--- src/rtl/floppy_fifo_drain_pkg.sv ---
// floppy_pkg: shared types and constants for the floppy FIFO read-side drain engine.
//   drain_state_t   : drain engine state encoding
//   DEFAULT_TIMEOUT : default number of consecutive empty-FIFO cycles tolerated in RUN
//   SECTOR_WORDS    : words in one floppy sector
package floppy_pkg;

  typedef enum logic [1:0] {
    IDLE  = 2'd0,
    RUN   = 2'd1,
    DRAIN = 2'd2,
    DONE  = 2'd3
  } drain_state_t;

  localparam int DEFAULT_TIMEOUT = 1024;
  localparam int SECTOR_WORDS    = 512;

endpackage

--- src/rtl/floppy_fifo_drain_if.sv ---
// floppy_fifo_drain_if: FIFO read port plus the outgoing valid/ready word stream.
//   fifo_empty/fifo_q        : show-ahead FIFO status and head word (FIFO -> engine)
//   fifo_rdreq/fifo_sclr     : pop request and synchronous clear (engine -> FIFO)
//   out_valid/out_data/out_last : word stream (engine -> sink)
//   out_ready                : sink back-pressure (sink -> engine)
// master = drain engine side, slave = FIFO/sink environment side.
interface floppy_fifo_drain_if #(
  parameter int WIDTH = 8
) ();

  logic             fifo_empty;
  logic [WIDTH-1:0] fifo_q;
  logic             fifo_rdreq;
  logic             fifo_sclr;
  logic             out_valid;
  logic [WIDTH-1:0] out_data;
  logic             out_last;
  logic             out_ready;

  modport master (
    input  fifo_empty, fifo_q, out_ready,
    output fifo_rdreq, fifo_sclr, out_valid, out_data, out_last
  );

  modport slave (
    output fifo_empty, fifo_q, out_ready,
    input  fifo_rdreq, fifo_sclr, out_valid, out_data, out_last
  );

endinterface

--- src/rtl/floppy_fifo_drain_out_reg.sv ---
// floppy_out_reg: single-entry valid/ready output register that holds its word on stall.
//   clk, rst_n        : clock, synchronous active-low reset
//   load, load_data, load_last : capture a new word (popped from the FIFO)
//   clear             : drop the held word (abort / underrun)
//   ready             : sink accepts when valid && ready
//   valid, data, last : registered stream outputs
module floppy_out_reg #(
  parameter int WIDTH = 8
) (
  input  logic             clk,
  input  logic             rst_n,
  input  logic             load,
  input  logic [WIDTH-1:0] load_data,
  input  logic             load_last,
  input  logic             clear,
  input  logic             ready,
  output logic             valid,
  output logic [WIDTH-1:0] data,
  output logic             last
);

  logic             valid_q, valid_d;
  logic [WIDTH-1:0] data_q, data_d;
  logic             last_q, last_d;

  // Next value of the holding register; data/last only change on load so they stay stable on stall.
  always_comb begin
    valid_d = valid_q;
    data_d  = data_q;
    last_d  = last_q;
    if (clear) begin
      valid_d = 1'b0;
    end else if (load) begin
      valid_d = 1'b1;
      data_d  = load_data;
      last_d  = load_last;
    end else if (valid_q && ready) begin
      valid_d = 1'b0;
    end else begin
      valid_d = valid_q;
    end
  end

  // Holding register with synchronous reset.
  always_ff @(posedge clk) begin
    if (!rst_n) begin
      valid_q <= 1'b0;
      data_q  <= {WIDTH{1'b0}};
      last_q  <= 1'b0;
    end else begin
      valid_q <= valid_d;
      data_q  <= data_d;
      last_q  <= last_d;
    end
  end

  assign valid = valid_q;
  assign data  = data_q;
  assign last  = last_q;

endmodule

--- src/rtl/floppy_fifo_drain.sv ---
// floppy_fifo_drain: pops a commanded number of words from the sector FIFO and streams them
// to the host/DMA sink with an end-of-transfer marker, underrun timeout and abort/flush.
//   clk, rst_n  : clock, synchronous active-low reset
//   start, len  : command strobe (honoured in IDLE) and word count
//   abort       : cancel transfer in any state; always flushes the FIFO
//   bus         : FIFO read port and output stream (master modport)
//   busy        : engine not in IDLE
//   done, err   : one-cycle completion pulse; err=1 for underrun or abort
module floppy_fifo_drain
  import floppy_pkg::*;
#(
  parameter int WIDTH   = 8,
  parameter int LEN_W   = 10,
  parameter int TIMEOUT = DEFAULT_TIMEOUT
) (
  input  logic                clk,
  input  logic                rst_n,
  input  logic                start,
  input  logic [LEN_W-1:0]    len,
  input  logic                abort,
  floppy_fifo_drain_if.master bus,
  output logic                busy,
  output logic                done,
  output logic                err
);

  localparam int CNT_W = $clog2(TIMEOUT);
  localparam logic [CNT_W-1:0] IDLE_MAX = CNT_W'(TIMEOUT - 1);

  drain_state_t     state_q, state_d;
  logic [LEN_W-1:0] remaining_q, remaining_d;
  logic [CNT_W-1:0] idle_cnt_q, idle_cnt_d;
  logic             busy_q, busy_d;
  logic             done_q, done_d;
  logic             err_q, err_d;
  logic             sclr_q, sclr_d;

  logic             pop;
  logic             accept;
  logic             clear_out;
  logic             ov;
  logic [WIDTH-1:0] od;
  logic             ol;

  assign accept = ov && bus.out_ready;
  // Pop only when the output slot is free or being emptied this cycle; abort blocks the pop.
  assign pop = (state_q == RUN) && !bus.fifo_empty && (remaining_q != {LEN_W{1'b0}})
               && (!ov || bus.out_ready) && !abort;

  // Next-state, counters and completion status; abort outranks start, timeout and pop.
  always_comb begin
    state_d     = state_q;
    remaining_d = remaining_q;
    idle_cnt_d  = idle_cnt_q;
    err_d       = 1'b0;
    clear_out   = 1'b0;
    sclr_d      = abort;
    case (state_q)
      IDLE: begin
        if (abort) begin
          state_d = IDLE;
        end else if (start && (len != {LEN_W{1'b0}})) begin
          state_d     = RUN;
          remaining_d = len;
          idle_cnt_d  = {CNT_W{1'b0}};
        end else if (start) begin
          state_d = DONE;
          err_d   = 1'b0;
        end else begin
          state_d = IDLE;
        end
      end
      RUN: begin
        if (abort) begin
          state_d   = DONE;
          err_d     = 1'b1;
          clear_out = 1'b1;
        end else if (pop) begin
          remaining_d = remaining_q - LEN_W'(1);
          idle_cnt_d  = {CNT_W{1'b0}};
          if (remaining_q == LEN_W'(1)) begin
            state_d = DRAIN;
          end else begin
            state_d = RUN;
          end
        end else if (bus.fifo_empty && (remaining_q != {LEN_W{1'b0}})) begin
          // Underrun: the held word is discarded when the budget runs out.
          if (idle_cnt_q == IDLE_MAX) begin
            state_d   = DONE;
            err_d     = 1'b1;
            clear_out = 1'b1;
          end else begin
            idle_cnt_d = idle_cnt_q + CNT_W'(1);
          end
        end else begin
          state_d = RUN;
        end
      end
      DRAIN: begin
        if (abort) begin
          state_d   = DONE;
          err_d     = 1'b1;
          clear_out = 1'b1;
        end else if (accept) begin
          state_d = DONE;
          err_d   = 1'b0;
        end else begin
          state_d = DRAIN;
        end
      end
      DONE: begin
        state_d = IDLE;
      end
      default: begin
        state_d = IDLE;
      end
    endcase
    busy_d = (state_d != IDLE);
    done_d = (state_d == DONE);
  end

  // State, counters and registered status outputs with synchronous reset.
  always_ff @(posedge clk) begin
    if (!rst_n) begin
      state_q     <= IDLE;
      remaining_q <= {LEN_W{1'b0}};
      idle_cnt_q  <= {CNT_W{1'b0}};
      busy_q      <= 1'b0;
      done_q      <= 1'b0;
      err_q       <= 1'b0;
      sclr_q      <= 1'b0;
    end else begin
      state_q     <= state_d;
      remaining_q <= remaining_d;
      idle_cnt_q  <= idle_cnt_d;
      busy_q      <= busy_d;
      done_q      <= done_d;
      err_q       <= err_d;
      sclr_q      <= sclr_d;
    end
  end

  floppy_out_reg #(.WIDTH(WIDTH)) u_out_reg (
    .clk       (clk),
    .rst_n     (rst_n),
    .load      (pop),
    .load_data (bus.fifo_q),
    .load_last (remaining_q == LEN_W'(1)),
    .clear     (clear_out),
    .ready     (bus.out_ready),
    .valid     (ov),
    .data      (od),
    .last      (ol)
  );

  assign bus.fifo_rdreq = pop;
  assign bus.fifo_sclr  = sclr_q;
  assign bus.out_valid  = ov;
  assign bus.out_data   = od;
  assign bus.out_last   = ol;
  assign busy           = busy_q;
  assign done           = done_q;
  assign err            = err_q;

endmodule

--- src/flat_wrapper.sv ---
// flat-port wrapper written by rule: the top's interface ports become plain ports
module floppy_fifo_drain_flat import floppy_pkg::*;
#(
  parameter int WIDTH   = 8,
  parameter int LEN_W   = 10,
  parameter int TIMEOUT = DEFAULT_TIMEOUT
)
  (clk, rst_n, start, len, abort, busy, done, err, bus_fifo_empty, bus_fifo_q, bus_out_ready, bus_fifo_rdreq, bus_fifo_sclr, bus_out_valid, bus_out_data, bus_out_last);
  floppy_fifo_drain_if #(.WIDTH(WIDTH)) bus_i ();
  input  logic clk;
  input  logic rst_n;
  input  logic start;
  input  logic [LEN_W-1:0] len;
  input  logic abort;
  output logic busy;
  output logic done;
  output logic err;
  input wire logic [$bits(bus_i.fifo_empty)-1:0] bus_fifo_empty;
  input wire logic [$bits(bus_i.fifo_q)-1:0] bus_fifo_q;
  input wire logic [$bits(bus_i.out_ready)-1:0] bus_out_ready;
  output wire logic [$bits(bus_i.fifo_rdreq)-1:0] bus_fifo_rdreq;
  output wire logic [$bits(bus_i.fifo_sclr)-1:0] bus_fifo_sclr;
  output wire logic [$bits(bus_i.out_valid)-1:0] bus_out_valid;
  output wire logic [$bits(bus_i.out_data)-1:0] bus_out_data;
  output wire logic [$bits(bus_i.out_last)-1:0] bus_out_last;
  assign bus_i.fifo_empty = bus_fifo_empty;
  assign bus_i.fifo_q = bus_fifo_q;
  assign bus_i.out_ready = bus_out_ready;
  assign bus_fifo_rdreq = bus_i.fifo_rdreq;
  assign bus_fifo_sclr = bus_i.fifo_sclr;
  assign bus_out_valid = bus_i.out_valid;
  assign bus_out_data = bus_i.out_data;
  assign bus_out_last = bus_i.out_last;
  floppy_fifo_drain #(.WIDTH(WIDTH), .LEN_W(LEN_W), .TIMEOUT(TIMEOUT)) u_core (.clk(clk), .rst_n(rst_n), .start(start), .len(len), .abort(abort), .bus(bus_i), .busy(busy), .done(done), .err(err));
endmodule
--- config.mk ---
export PLATFORM = sky130hd
export DESIGN_NAME = floppy_fifo_drain_flat
export DESIGN_NICKNAME = d
export VERILOG_FILES = /design/src/rtl/floppy_fifo_drain_pkg.sv /design/src/rtl/floppy_fifo_drain_if.sv /design/src/rtl/floppy_fifo_drain_out_reg.sv /design/src/rtl/floppy_fifo_drain.sv /design/src/flat_wrapper.sv
export SDC_FILE = /design/constraint.sdc
export NUM_CORES = 1
export LEC_CHECK = 0
export CORE_ASPECT_RATIO = 1.1
export CORE_MARGIN = 1.5
export CORE_UTILIZATION = 40
export DETAILED_ROUTE_END_ITERATION = 7
export GPL_TIMING_DRIVEN = 0
export SLEW_MARGIN = 20
export SYNTH_ARGS = -nofsm -noshare
export SYNTH_HDL_FRONTEND = slang
export SYNTH_HIERARCHICAL = 1
export SYNTH_SLANG_ARGS = --single-unit
--- constraint.sdc ---
create_clock -name clk -period 2.7 [get_ports clk]
set_input_delay 0.54 -clock clk [delete_from_list [all_inputs] [get_ports clk]]
set_output_delay 0.54 -clock clk [all_outputs]
set_load 0.1 [all_outputs]
# Word level (Yosys, flattened, before mapping)
# Cells that the tools add are included.
dict set report classes {
  add_sub_neg 2
  eq_ne 12
  mux 31
  n_bitwise 2
  reduce_logical 21
}
# cell count
set ops {}
lappend ops {{2-to-1 mux 10 bit} 10}
lappend ops {{one-hot mux 10 bit (2 select lines)} 2}
lappend ops {{nonzero test 10 bit} 2}
lappend ops {{2-to-1 mux 2 bit} 9}
lappend ops {{adder 10 x 1 -> 10 bit (second input constant)} 1}
lappend ops {{equality test 10 x 1 -> 1 bit (second input constant)} 1}
lappend ops {{equality test 10 bit (second input constant)} 1}
lappend ops {{subtractor 10 x 1 -> 10 bit (second input constant)} 1}
lappend ops {{2-to-1 mux 1 bit} 8}
lappend ops {{one-hot mux 2 bit (4 select lines)} 1}
lappend ops {{logical AND 1 bit} 7}
lappend ops {{equality test 2 bit (second input constant)} 3}
lappend ops {{inequality test 2 bit (second input constant)} 3}
lappend ops {{inequality test 3 bit (second input constant)} 2}
lappend ops {{AND reduction 6 bit} 1}
lappend ops {{nonzero test 2 bit} 3}
lappend ops {{AND reduction 5 bit} 1}
lappend ops {{logical NOT 1 bit} 3}
lappend ops {{equality test 2 x 1 -> 1 bit (second input constant)} 1}
lappend ops {{logical NOT 2 bit} 1}
lappend ops {{inequality test 2 x 1 -> 1 bit (second input constant)} 1}
lappend ops {{NOT 1 bit} 2}
lappend ops {{one-hot mux 1 bit (2 select lines)} 1}
lappend ops {{AND reduction 2 bit} 1}
lappend ops {{2 further kinds} 2}
dict set report totals {
  reg_bits 36
  output_inout_bits 15
}

# Logic depth before layout (Yosys ltp)
# Gate-level depths: netlist of run 1.
dict set report depth {
  depth_word 10
  depth_mapped 10
  ltp_nobuf 7
}

# Modules after synthesis
# Netlist of run 1, hierarchy kept.
# mod n_inst cells_per_inst area_per_inst_um2 seq_area_each_um2
set modules_own_cells {}
lappend modules_own_cells {floppy_fifo_drain 1 218 1714.1 520.5}
lappend modules_own_cells {floppy_out_reg 1 44 425.4 200.2}

# Least setup slack after synthesis of run 1
# No wires, ideal clock.
dict set report synth_timing {
  path_kind {register -> register}
  startpoint {register u_core.u_out_reg.valid_q (netlist: u_core/u_out_reg/valid)}
  endpoint {register u_core.u_out_reg.data_q[0] (netlist: u_core/u_out_reg/data[0])}
  setup_ns 0.072
  t_arrival_ns 3.500
  path_slack_ns -0.872
  stages_incl_launch_ff 8
  n_path_buf 2
  synth_period_minus_slack_ns 3.572
  path_cell_list {dfxtp_1 nor2b_1 or4_1 buf_2 nor2_1 nor2b_4 buf_6 mux2i_1}
}
dict set report synth_via {
  elab_chain_cells 9
}
# element line_no
set synth_lines {}
lappend synth_lines {{from (decl)} floppy_fifo_drain_out_reg.sv:22} ;# logic valid_q, valid_d;
lappend synth_lines {{from (signal assigned)} floppy_fifo_drain_out_reg.sv:51} ;# valid_q <= valid_d;
lappend synth_lines {{logical NOT 1 bit (*)} floppy_fifo_drain.sv:48} ;# && (!ov || bus.out_ready) && !abort;
lappend synth_lines {{logical OR 1 bit (*)} floppy_fifo_drain.sv:48}
lappend synth_lines {{logical AND 1 bit (*) (2 in a row)} floppy_fifo_drain.sv:48}
lappend synth_lines {{named net bus_fifo_rdreq} flat_wrapper.sv:21} ;# output wire logic [$bits(bus_i.fifo_rdreq)-1:0] bus_fifo_rdreq;
lappend synth_lines {{2-to-1 mux 1 bit} floppy_fifo_drain.sv:78} ;# end else if (pop) begin
lappend synth_lines {{2-to-1 mux 1 bit} floppy_fifo_drain.sv:74} ;# if (abort) begin
lappend synth_lines {{one-hot mux 1 bit (2 select lines)} floppy_fifo_drain.sv:58} ;# case (state_q)
lappend synth_lines {{NOT 1 bit (no line)} --}
lappend synth_lines {{AND reduction 2 bit (no line) (*)} --}
lappend synth_lines {{to (signal assigned)} floppy_fifo_drain_out_reg.sv:48} ;# data_q <= {WIDTH{1'b0}};
lappend synth_lines {{to (signal assigned)} floppy_fifo_drain_out_reg.sv:52} ;# data_q <= data_d;
lappend synth_lines {{to (decl)} floppy_fifo_drain_out_reg.sv:23} ;# logic [WIDTH-1:0] data_q, data_d;
# The timed path passes the listed nets; every way through them passes the cells marked *.
# A chain may end at the register's enable or synchronous reset.

# Worst setup path in the final report of run 1
dict set report layout_timing {
  startpoint {input port bus_out_ready}
  endpoint {output port bus_fifo_rdreq}
}
dict set report layout_via {
  elab_chain_cells 3
}
# element line_no
set layout_lines {}
lappend layout_lines {{from (decl)} flat_wrapper.sv:20} ;# input wire logic [$bits(bus_i.out_ready)-1:0] bus_out_ready;
lappend layout_lines {{logical OR 1 bit} floppy_fifo_drain.sv:48}
lappend layout_lines {{logical AND 1 bit (2 in a row)} floppy_fifo_drain.sv:48}
lappend layout_lines {{to (decl)} flat_wrapper.sv:21}
# Every way passes these cells.

==> flow_summary.yaml, run 1 <==
die:
  dieHeight_um: 79.7
  dieWidth_um: 72.7
  core_um2: 5070
  start_util: 0.422
  io_pins: 39
  num_rows: 27
  die_area_um2: 5800
clocking:
  cts_max_level: 2
  cts-root-buf: "clkbuf_8"
  cts_buffer_depth: 2
  path_clk_slew_ns: 0.07
  clock_latency_ns: 0.29
  cts.sinks: 36
  cts_tree: "done"
  cts_buffers: 5
  cts_hold_buf: 0
detailed_routing:
  routed_via_density: 5.75
  vias: 2116
  drc_errors: 0
  routedWlPerCell_um: 15.9
  drtIter0Drc: 140
  antenna_left: 0
  finalWirelength_um: 5850
  first_pass_iters: 4
setup_path:
  required_ns: 2.16
  crit_path_end_kind: "output pin"
  worstSetupStartpointType: "input port"
  critical-path-max-stage-delay_ns: 0.51
  arrival_ns: 2.08
  path_buf_inv: 3
  crit_family: "buffers and inverters"
  slowest_stage: "clkdlybuf4s50_1"
  crit_fanout: 6
  crit_path_cell_trace: "clkdlybuf4s50_1, nor2b_1, or4_1, buf_4, nor2_4, buf_12"
  critical_path_class: "input port to output pin"
grt:
  antenna_found_initial: 0
  grt_max_degree: 11
  busiest_layer: "met2"
  grtUsageMet1: 0.287
  grtUsageTotal: 0.220
  met3_usage: 0.0455
  grt_overflow: 0
  grt_pass1_vias: 2043
  grt_util_met2: 0.369
  grt_pass1_wl_um: 9940
run_status:
  outcome: "finished clean"
synth:
  synth_fp_nets: 294
  yosysWarnings: 6
  synth-edff-count: 0
  synthCells: 262
  ys_seq_area_frac: 0.337
  syn-cell-area_um2: 2140
  synth.distinct_cells: 49
  syn_avg_cell_area_um2: 8.17
  synth-seq-cells: 36
  ys.flop_type: "dfxtp_1"
  async_flop_share: 0
sta:
  final_max_slew_viol_count: 0
  grt_setup_unrepaired: "no"
  worstMarginPinSlew_ns: 0.978
  period_needed_ns: 2.62
  skew_ns: 0.00678
  setup_viol: 0
  hold_violations: 0
  finalCritPeriodShare: 0.971
  maxSlewHeadroom: 0.346
  fmaxAchievable_ghz: 0.382
  setup_tns_ns: 0
final_layout:
  drive_gt1_frac: 0.103
  fin_nets: 342
  postLayoutCellArea_um2: 2750
  final_cells: 368
  antennaDiodeCount: 0
  finish.utilization: 0.543
  fill_cells: 497
  synthToLayoutAreaGrowth_pct: 28.5
placed_design:
  portBuffers: 38
  placed_area_um2: 2600
  place_congestion: 0.805
  dp_hpwl_um: 4320
  place_inst: 358
min_path:
  holdCritPathClass: "flop to flop"
power:
  swShare: 0.308
  power_density_nw_per_um2: 466
  vdd.ir_drop.worst_mv: 0.337
  internal_power_w: 0.000887
  seqPwrFrac: 0.443
  p_sw_w: 0.000395
  combPwrFrac: 0.232
  p_leak_nw: 1.00
  power.share.clock: 0.325
flow_run:
  maxCapViolCount: 0
[layout by cell type, fill, tap and decap left out, types with 3 or more instances in the layout]
cell type        instances
or4_1                    5
ha_1                     8
and3_1                   6
dfxtp_1                 36
clkdlybuf4s50_1         36
buf_6                    4
inv_1                   15
nand2_1                 30
nand4_1                  8
mux2i_1                 10
o32ai_1                  3
a21oi_1                 19
o21ai_0                  5
nor4_1                   3
o311ai_0                 5
nor3_1                   5
nand3_1                 14
clkbuf_8                 7
o211ai_1                 6
nor2_1                  15
buf_4                    4
nor4_2                   3
o31ai_1                 13
nor2b_1                  3
clkbuf_1                 8
[worst paths after layout]
| kind | startpoint | to | slack (ns) | cells after the start |
|---|---|---|---|---|
| min | u_core/u_out_reg/data[1]$_SDFFE_PN0P_ | u_core/u_out_reg/data[1]$_SDFFE_PN0P_ | 0.46 | 2 |
| max reg2reg | u_core/state_q[1]$_SDFF_PN0_ | u_core/remaining_q[7]$_SDFFE_PN0P_ | 0.29 | 9 |
| max | bus_out_ready | bus_fifo_rdreq | 0.08 | 6 |
| min reg2reg | u_core/u_out_reg/data[1]$_SDFFE_PN0P_ | u_core/u_out_reg/data[1]$_SDFFE_PN0P_ | 0.46 | 2 |
[kinds of logic after synthesis]
kind of cell	synth area share
multiplexers	0.0468
AO/OA/AOI/OAI	0.230
adder cells (fa/ha/maj)	0.0468
AND/OR/NAND/NOR	0.267
buffers and inverters	0.0725
flip-flops	0.337
[cell type report]
cell class                 instances  area [µm²]  share of cell area
multi-input combinational        194        1290               0.468
sequential                        36         721               0.262
clock buffer                       7        96.3              0.0350
buffer                            15        92.6              0.0337
timing repair buffer              41         415               0.151
inverter                          17        66.3              0.0241
tap                               58        72.6              0.0264
[power groups by stage]
stage	sequential (W)	combinational [W]	clock [W]
5_1_grt	0.000571	0.000326	0.000457
4_1_cts	0.000568	0.000292	0.000436
3_3_place_gp	0.000580	0.000289	0
3_5_place_dp	0.000580	0.000287	0
6_report	0.000568	0.000297	0.000417
2_1_floorplan	0.000603	0.000164	0
[cell usage after synthesis (2+ instances only)]
cell / count / share of area
nand3_1: 14 / 0.033
clkbuf_1: 9 / 0.016
nor2_1: 17 / 0.030
o21ai_0: 5 / 0.012
o31ai_1: 13 / 0.046
nand4_1: 8 / 0.023
o311ai_0: 5 / 0.020
or4_1: 5 / 0.018
o211ai_1: 6 / 0.021
ha_1: 8 / 0.047
a21oi_1: 19 / 0.044
buf_6: 4 / 0.021
and3b_1: 2 / 0.0082
inv_1: 16 / 0.028
nand2b_1: 2 / 0.0058
o32ai_1: 3 / 0.012
dfxtp_1: 36 / 0.34
nand2_1: 30 / 0.053
or3_1: 2 / 0.0058
o31a_1: 2 / 0.0082
nor2b_1: 3 / 0.0088
mux2i_1: 10 / 0.047
and3_1: 6 / 0.018
buf_2: 2 / 0.0047
nor3_1: 5 / 0.012
or2_2: 2 / 0.0058
a31oi_1: 2 / 0.0058
nor4_1: 5 / 0.015
[flip-flops by register name, summed over array words and instances, names as in the netlist]
name and cells:
u_core/remaining_q 10, u_core/bus.fifo_sclr 1, u_core/u_out_reg/data 8, u_core/err 1, u_core/u_out_reg/last 1, u_core/u_out_reg/valid 1, u_core/done 1, u_core/idle_cnt_q 10
u_core/busy 1, u_core/state_q 2
[per-layer routing]
metal / wire length (µm) / up-vias / share of wire
li1: - / 1063 / -
met1: 2710 / 1007 / 0.46
met2: 2860 / 42 / 0.49
met3: 231 / 4 / 0.040
met4: 47 / 0 / 0.0080
met5: 0 / - / 0
[repair_timing]
action | CTS | global route
gates resized for setup | 12 | 4
endpoints found under the setup margin | 11 | 15
pin swaps | 1 | 1
buffers inserted | 0 | 3
[worst min-delay path: cells and delay by family, from the launching register on]
family / cells / cell delay (ns)
AND/OR/NAND/NOR: 1 / 0.05
multiplexers: 1 / 0.05
flip-flops: 1 / 0.31
[metrics by stage]
stage | worst slack [ns] | total power [W] | hold slack [ns]
4_1_cts | 0.00564 | 0.00130 | 0.459
3_5_place_dp | -0.923 | 0.000867 | 0.447
5_1_grt | 0.00582 | 0.00135 | 0.480
3_3_place_gp | -0.937 | 0.000869 | 0.445
2_1_floorplan | 0.0416 | 0.000767 | 0.452
6_report | 0.0794 | 0.00128 | 0.456
(Power assumes the default switching activity.)
==> inputs of run 2 (changes only) <==
Settings changed: CORE_MARGIN 1.5 to 4.
==> run 2 against run 1 <==
  * Clock power is 13% lower
  * Clock skew is 0.00051 ns lower
  * Maximum frequency is 0.43% higher
  * Non-clock buffer count stayed put
  * Sequential cell count stayed put
  * Hold slack better by 0.0030 ns
  * Critical endpoint unchanged
  * Largest cell class unchanged
  * Highest routed layer unchanged
==> flow_summary.yaml, run 2 (synthesis results as in run 1) <==
run_status:
  outcome: "finished clean"
grt:
  grt_pass1_vias: 1962
  grt_pass1_wl_um: 9840
  antenna_found_initial: 0
  grtUsageTotal: 0.185
  grt_overflow: 0
  grt_max_degree: 11
sta:
  setup_viol: 0
  grt_setup_unrepaired: "no"
  skew_ns: 0.00627
  period_needed_ns: 2.61
  finalCritPeriodShare: 0.966
  final_max_slew_viol_count: 0
  worstMarginPinSlew_ns: 0.985
  fmaxAchievable_ghz: 0.383
  hold_violations: 0
  maxSlewHeadroom: 0.341
min_path:
  min_from: "u_core/u_out_reg/data[5]$_SDFFE_PN0P_"
  holdPathEnd: "u_core/u_out_reg/data[5]$_SDFFE_PN0P_"
  holdCritPathClass: "flop to flop"
  hold_depth: 2
placed_design:
  place_congestion: 0.801
  portBuffers: 38
  placed_area_um2: 2620
  dp_hpwl_um: 4320
clocking:
  cts_hold_buf: 0
  cts-root-buf: "clkbuf_8"
  path_clk_slew_ns: 0.07
  cts.sinks: 36
  cts_buffer_depth: 2
  clock_latency_ns: 0.29
  cts_buffers: 5
  cts_max_level: 2
  cts_tree: "done"
detailed_routing:
  antenna_left: 0
  finalWirelength_um: 5940
  routed_via_density: 5.69
  routedWlPerCell_um: 15.5
  drc_errors: 0
  first_pass_iters: 5
  drtIter0Drc: 167
  vias: 2174
final_layout:
  final_cell_mix: "clkdlybuf4s50_1 (36), dfxtp_1 (36), nand2_1 (30), a21oi_1 (19)"
  postLayoutCellArea_um2: 2750
  fill_cells: 490
  fin_nets: 342
  synthToLayoutAreaGrowth_pct: 28.7
  multi_input_area_um2: 1290
  drive_gt1_frac: 0.100
  regArea_um2: 721
  antennaDiodeCount: 0
  finish.utilization: 0.540
flow_run:
  maxCapViolCount: 0
power:
  power_density_nw_per_um2: 448
  vdd.ir_drop.worst_mv: 0.204
  p_leak_nw: 0.994
die:
  dieHeight_um: 84.7
  core_um2: 5100
  num_rows: 27
  start_util: 0.419
  dieWidth_um: 77.7
  io_pins: 39
  die_area_um2: 6580
setup_path:
  reg2reg_depth: 9
  r2r_start: "u_core/state_q[1]$_SDFF_PN0_"
  reg2reg_slack_ns: 0.23
  critical_path_class: "input port to output pin"
  arrival_ns: 2.07
  crit_fanout: 6
  required_ns: 2.16
  r2r_end: "u_core/remaining_q[7]$_SDFFE_PN0P_"
  worstSetupStartpointType: "input port"
  crit_path_end_kind: "output pin"
-- run 2: stage by stage --
step / power [W] / instances / setup TNS (ns) / worst slack [ns] / hold slack (ns)
finish: 0.00123 / 382 / 0 / 0.0907 / 0.459
global route: 0.00129 / 382 / 0 / 0.00465 / 0.480
CTS: 0.00124 / 379 / 0 / 0.0192 / 0.462
detailed placement: 0.000868 / 372 / -8.73 / -0.927 / 0.445
global placement: 0.000871 / 372 / -9.07 / -0.921 / 0.443
floorplan: 0.000767 / 262 / 0 / 0.0416 / 0.452
-- run 2: worst max-delay path, stage by stage --
cell	delay, ns
clkdlybuf4s50_1	0.51
nor2b_1	0.09
or4_1	0.42
buf_6	0.16
nor2_4	0.15
buf_12	0.19
-- run 2: cell type report --
type                    instances  area share
multi-input cells             194       0.467
repair buffers                 41       0.151
well taps                      72      0.0327
plain buffers                  15      0.0350
flip-flops and latches         36       0.262
inverters                      17      0.0241
clock inverters                 1     0.00182
clock buffers                   6      0.0264
-- run 2: where the power goes --
group | internal, W | leakage, nW | switching [W]
Combinational | 0.000111 | 0.660 | 0.000190
Sequential | 0.000549 | 0.292 | 0.0000195
Clock | 0.000175 | 0.0410 | 0.000188
Total | 0.000835 | 0.994 | 0.000397
-- run 2: worst max-delay path by stage --
stage | startpoint | endpoint | slack, ns | depth (start not counted)
final | bus_out_ready | bus_fifo_rdreq | 0.09 | 6
after global routing | u_core/state_q[1]$_SDFF_PN0_ | bus_fifo_rdreq | 0.005 | 8
after CTS | abort | bus_fifo_rdreq | 0.02 | 5
after detailed placement | abort | bus_fifo_rdreq | -0.93 | 5
after global placement | abort | bus_fifo_rdreq | -0.92 | 5
after floorplan | u_core/u_out_reg/valid$_SDFFE_PP0P_ | u_core/u_out_reg/data[0]$_SDFFE_PN0P_ | 0.04 | 7
-- run 2: layer usage --
layer,track usage,wire (µm),vias to the layer above
met3,0.0472,440,14
met1,0.250,2750,1011
met2,0.280,2620,84
met4,0.0712,132,0
li1,-,-,1065
met5,0,0,-
-- run 2: timing repair --
item,4_1_cts,5_1_grt
endpoints found under the setup margin,15,11
setup buffers,0,3
pin swaps,1,1
gates resized for setup,12,6
==> inputs of run 3 (changes only) <==
Settings changed: CORE_UTILIZATION 40 to 35, CTS_CLUSTER_SIZE set to 16, DONT_BUFFER_PORTS set to 1.
==> run 3 against run 2 <==
  * Die area up 13%
  * Maximum frequency down 0.16%
  * Global-route usage down 2.1 points
  * Final cell count down 8.4%
  * Hold slack worse by 0.082 ns
  * Power up 21%
  * Core utilization down 12 points
  * Routed wire length down 0.93%
  * Sequential share of layout area up 3.4 points
  * Clock skew up 0.0021 ns
  * Critical endpoint unchanged
  * Largest power group is now the clock network
==> flow_summary.yaml, run 3 (synthesis results as in run 1) <==
run_status:
  outcome: "finished clean"
power:
  swShare: 0.271
  vdd.ir_drop.worst_mv: 0.262
  power_density_nw_per_um2: 607
  total_power_w: 0.00149
  internal_power_w: 0.00109
  seqPwrFrac: 0.401
  power.share.clock: 0.451
  p_sw_w: 0.000403
  p_leak_nw: 0.872
  combPwrFrac: 0.148
sta:
  hold_violations: 0
  fmaxAchievable_ghz: 0.383
  worstMarginPinSlew_ns: 0.974
  period_needed_ns: 2.61
  grt_setup_unrepaired: "no"
  maxSlewHeadroom: 0.350
  finalCritPeriodShare: 0.968
  setup_viol: 0
  hold_ws_ns: 0.378
  final_max_slew_viol_count: 0
  skew_ns: 0.00837
  worst_slack_ns: 0.0864
setup_path:
  crit_path_cell_trace: "inv_2, ha_4, buf_6, inv_6, or4_4, nor2_4"
  path_buf_inv: 3
  crit_path_end_kind: "output pin"
  slowest_stage: "or4_4"
  arrival_ns: 2.07
  required_ns: 2.16
  critical-path-max-stage-delay_ns: 0.55
  crit_fanout: 10
  critical_path_class: "flop to output pin"
  worstSetupStartpointType: "flop"
  crit_family: "simple AND/OR/NAND/NOR gates"
grt:
  grtUsageTotal: 0.164
  grt_overflow: 0
  grt_max_degree: 13
  grt_pass1_vias: 1958
  grt_pass1_wl_um: 9670
  antenna_found_initial: 0
die:
  die_area_um2: 7430
  dieWidth_um: 82.5
  dieHeight_um: 90
  io_pins: 39
  core_um2: 5840
  start_util: 0.366
  num_rows: 29
placed_design:
  place_inst: 339
  place_congestion: 0.821
  portBuffers: 0
  pre_cts_slack_ns: -0.126
  dp_hpwl_um: 4310
  placed_area_um2: 2240
flow_run:
  maxCapViolCount: 0
detailed_routing:
  finalWirelength_um: 5880
  antenna_left: 0
  drtIter0Drc: 78
  routed_via_density: 5.70
  routedWlPerCell_um: 16.8
  first_pass_iters: 5
  vias: 1996
  drc_errors: 0
final_layout:
  antennaDiodeCount: 0
  fin_nets: 304
  regArea_um2: 724
  final_cells: 350
  fill_cells: 613
  final_cell_mix: "dfxtp_1 (33), nand2_1 (30), a21oi_1 (19), nor2_1 (16), inv_1 (15)"
  synthToLayoutAreaGrowth_pct: 14.5
  postLayoutCellArea_um2: 2450
  drive_gt1_frac: 0.121
  final_common_cell: "dfxtp_1"
  multi_input_area_um2: 1290
clocking:
  cts_tree: "done"
  cts_buffer_depth: 2
  cts_buffers: 5
  cts-root-buf: "clkbuf_8"
  cts_hold_buf: 0
  cts.sinks: 36
  path_clk_slew_ns: 0.08
  clock_latency_ns: 0.30
  cts_max_level: 2
min_path:
  holdCritPathClass: "input port to flop"
## run 3: changes by cell type in the layout (fill, tap and decap cells not counted), moves of 2 or more
cell	previous run	this run
clkdlybuf4s50_1	36	0
bufinv_16	0	3
dfxtp_2	0	3
nor4_2	3	1
dfxtp_1	36	33
nor4_1	3	5
## run 3: what timing repair did
item,4_1_cts,5_1_grt
gates resized for setup,9,1
buffers inserted,3,1
pin swaps,1,1
endpoints found under the setup margin,10,1
## run 3: power groups by stage
stage	combinational (W)	clock (W)	sequential, W
finish	0.000221	0.000671	0.000596
global route	0.000243	0.000710	0.000598
CTS	0.000217	0.000687	0.000595
detailed placement	0.000213	0	0.000607
global placement	0.000212	0	0.000607
floorplan	0.000164	0	0.000603
## run 3: layout make-up
type                    count  share of cell area
repair buffers              4              0.0123
plain buffers              14              0.0342
inverters                  17              0.0281
clock inverters             3              0.0368
clock buffers               5              0.0281
well taps                  77              0.0393
multi-input cells         194               0.526
flip-flops and latches     36               0.296
## run 3: per-layer routing
layer | vias to the layer above | wire, µm | GRT usage | share of wire
li1 | 991 | - | - | -
met2 | 79 | 2610 | 0.243 | 0.44
met5 | - | 0 | 0 | 0
met3 | 7 | 580 | 0.0580 | 0.099
met4 | 0 | 55 | 0.0572 | 0.0094
met1 | 919 | 2640 | 0.218 | 0.45
## run 3: final timing paths
path                            depth (start not counted)                         startpoint  slack, ns                               endpoint
worst max-delay path                                    6       u_core/state_q[1]$_SDFF_PN0_       0.09                         bus_fifo_rdreq
worst min-delay path                                    2                      bus_fifo_q[7]       0.38  u_core/u_out_reg/data[7]$_SDFFE_PN0P_
worst max register to register                          9       u_core/state_q[1]$_SDFF_PN0_       0.23  u_core/u_out_reg/data[2]$_SDFFE_PN0P_
worst min register to register                          2  u_core/idle_cnt_q[6]$_SDFFE_PN0P_       0.49      u_core/idle_cnt_q[6]$_SDFFE_PN0P_
## run 3: worst reg2reg max path, delay by kind of cell, from the launching register on
| kind | cells | cell delay, ns |
|---|---|---|
| buf+inv | 4 | 0.39 |
| fa+ha+maj | 1 | 0.12 |
| mux | 1 | 0.19 |
| flops | 1 | 0.33 |
| simple gates | 3 | 1.37 |
## run 3: metrics by stage
stage	setup TNS [ns]	utilization
global placement	-0.750	0.384
CTS	0	0.420
floorplan	0	-
detailed placement	-1.02	0.384
global route	0	0.419
finish	0	0.419
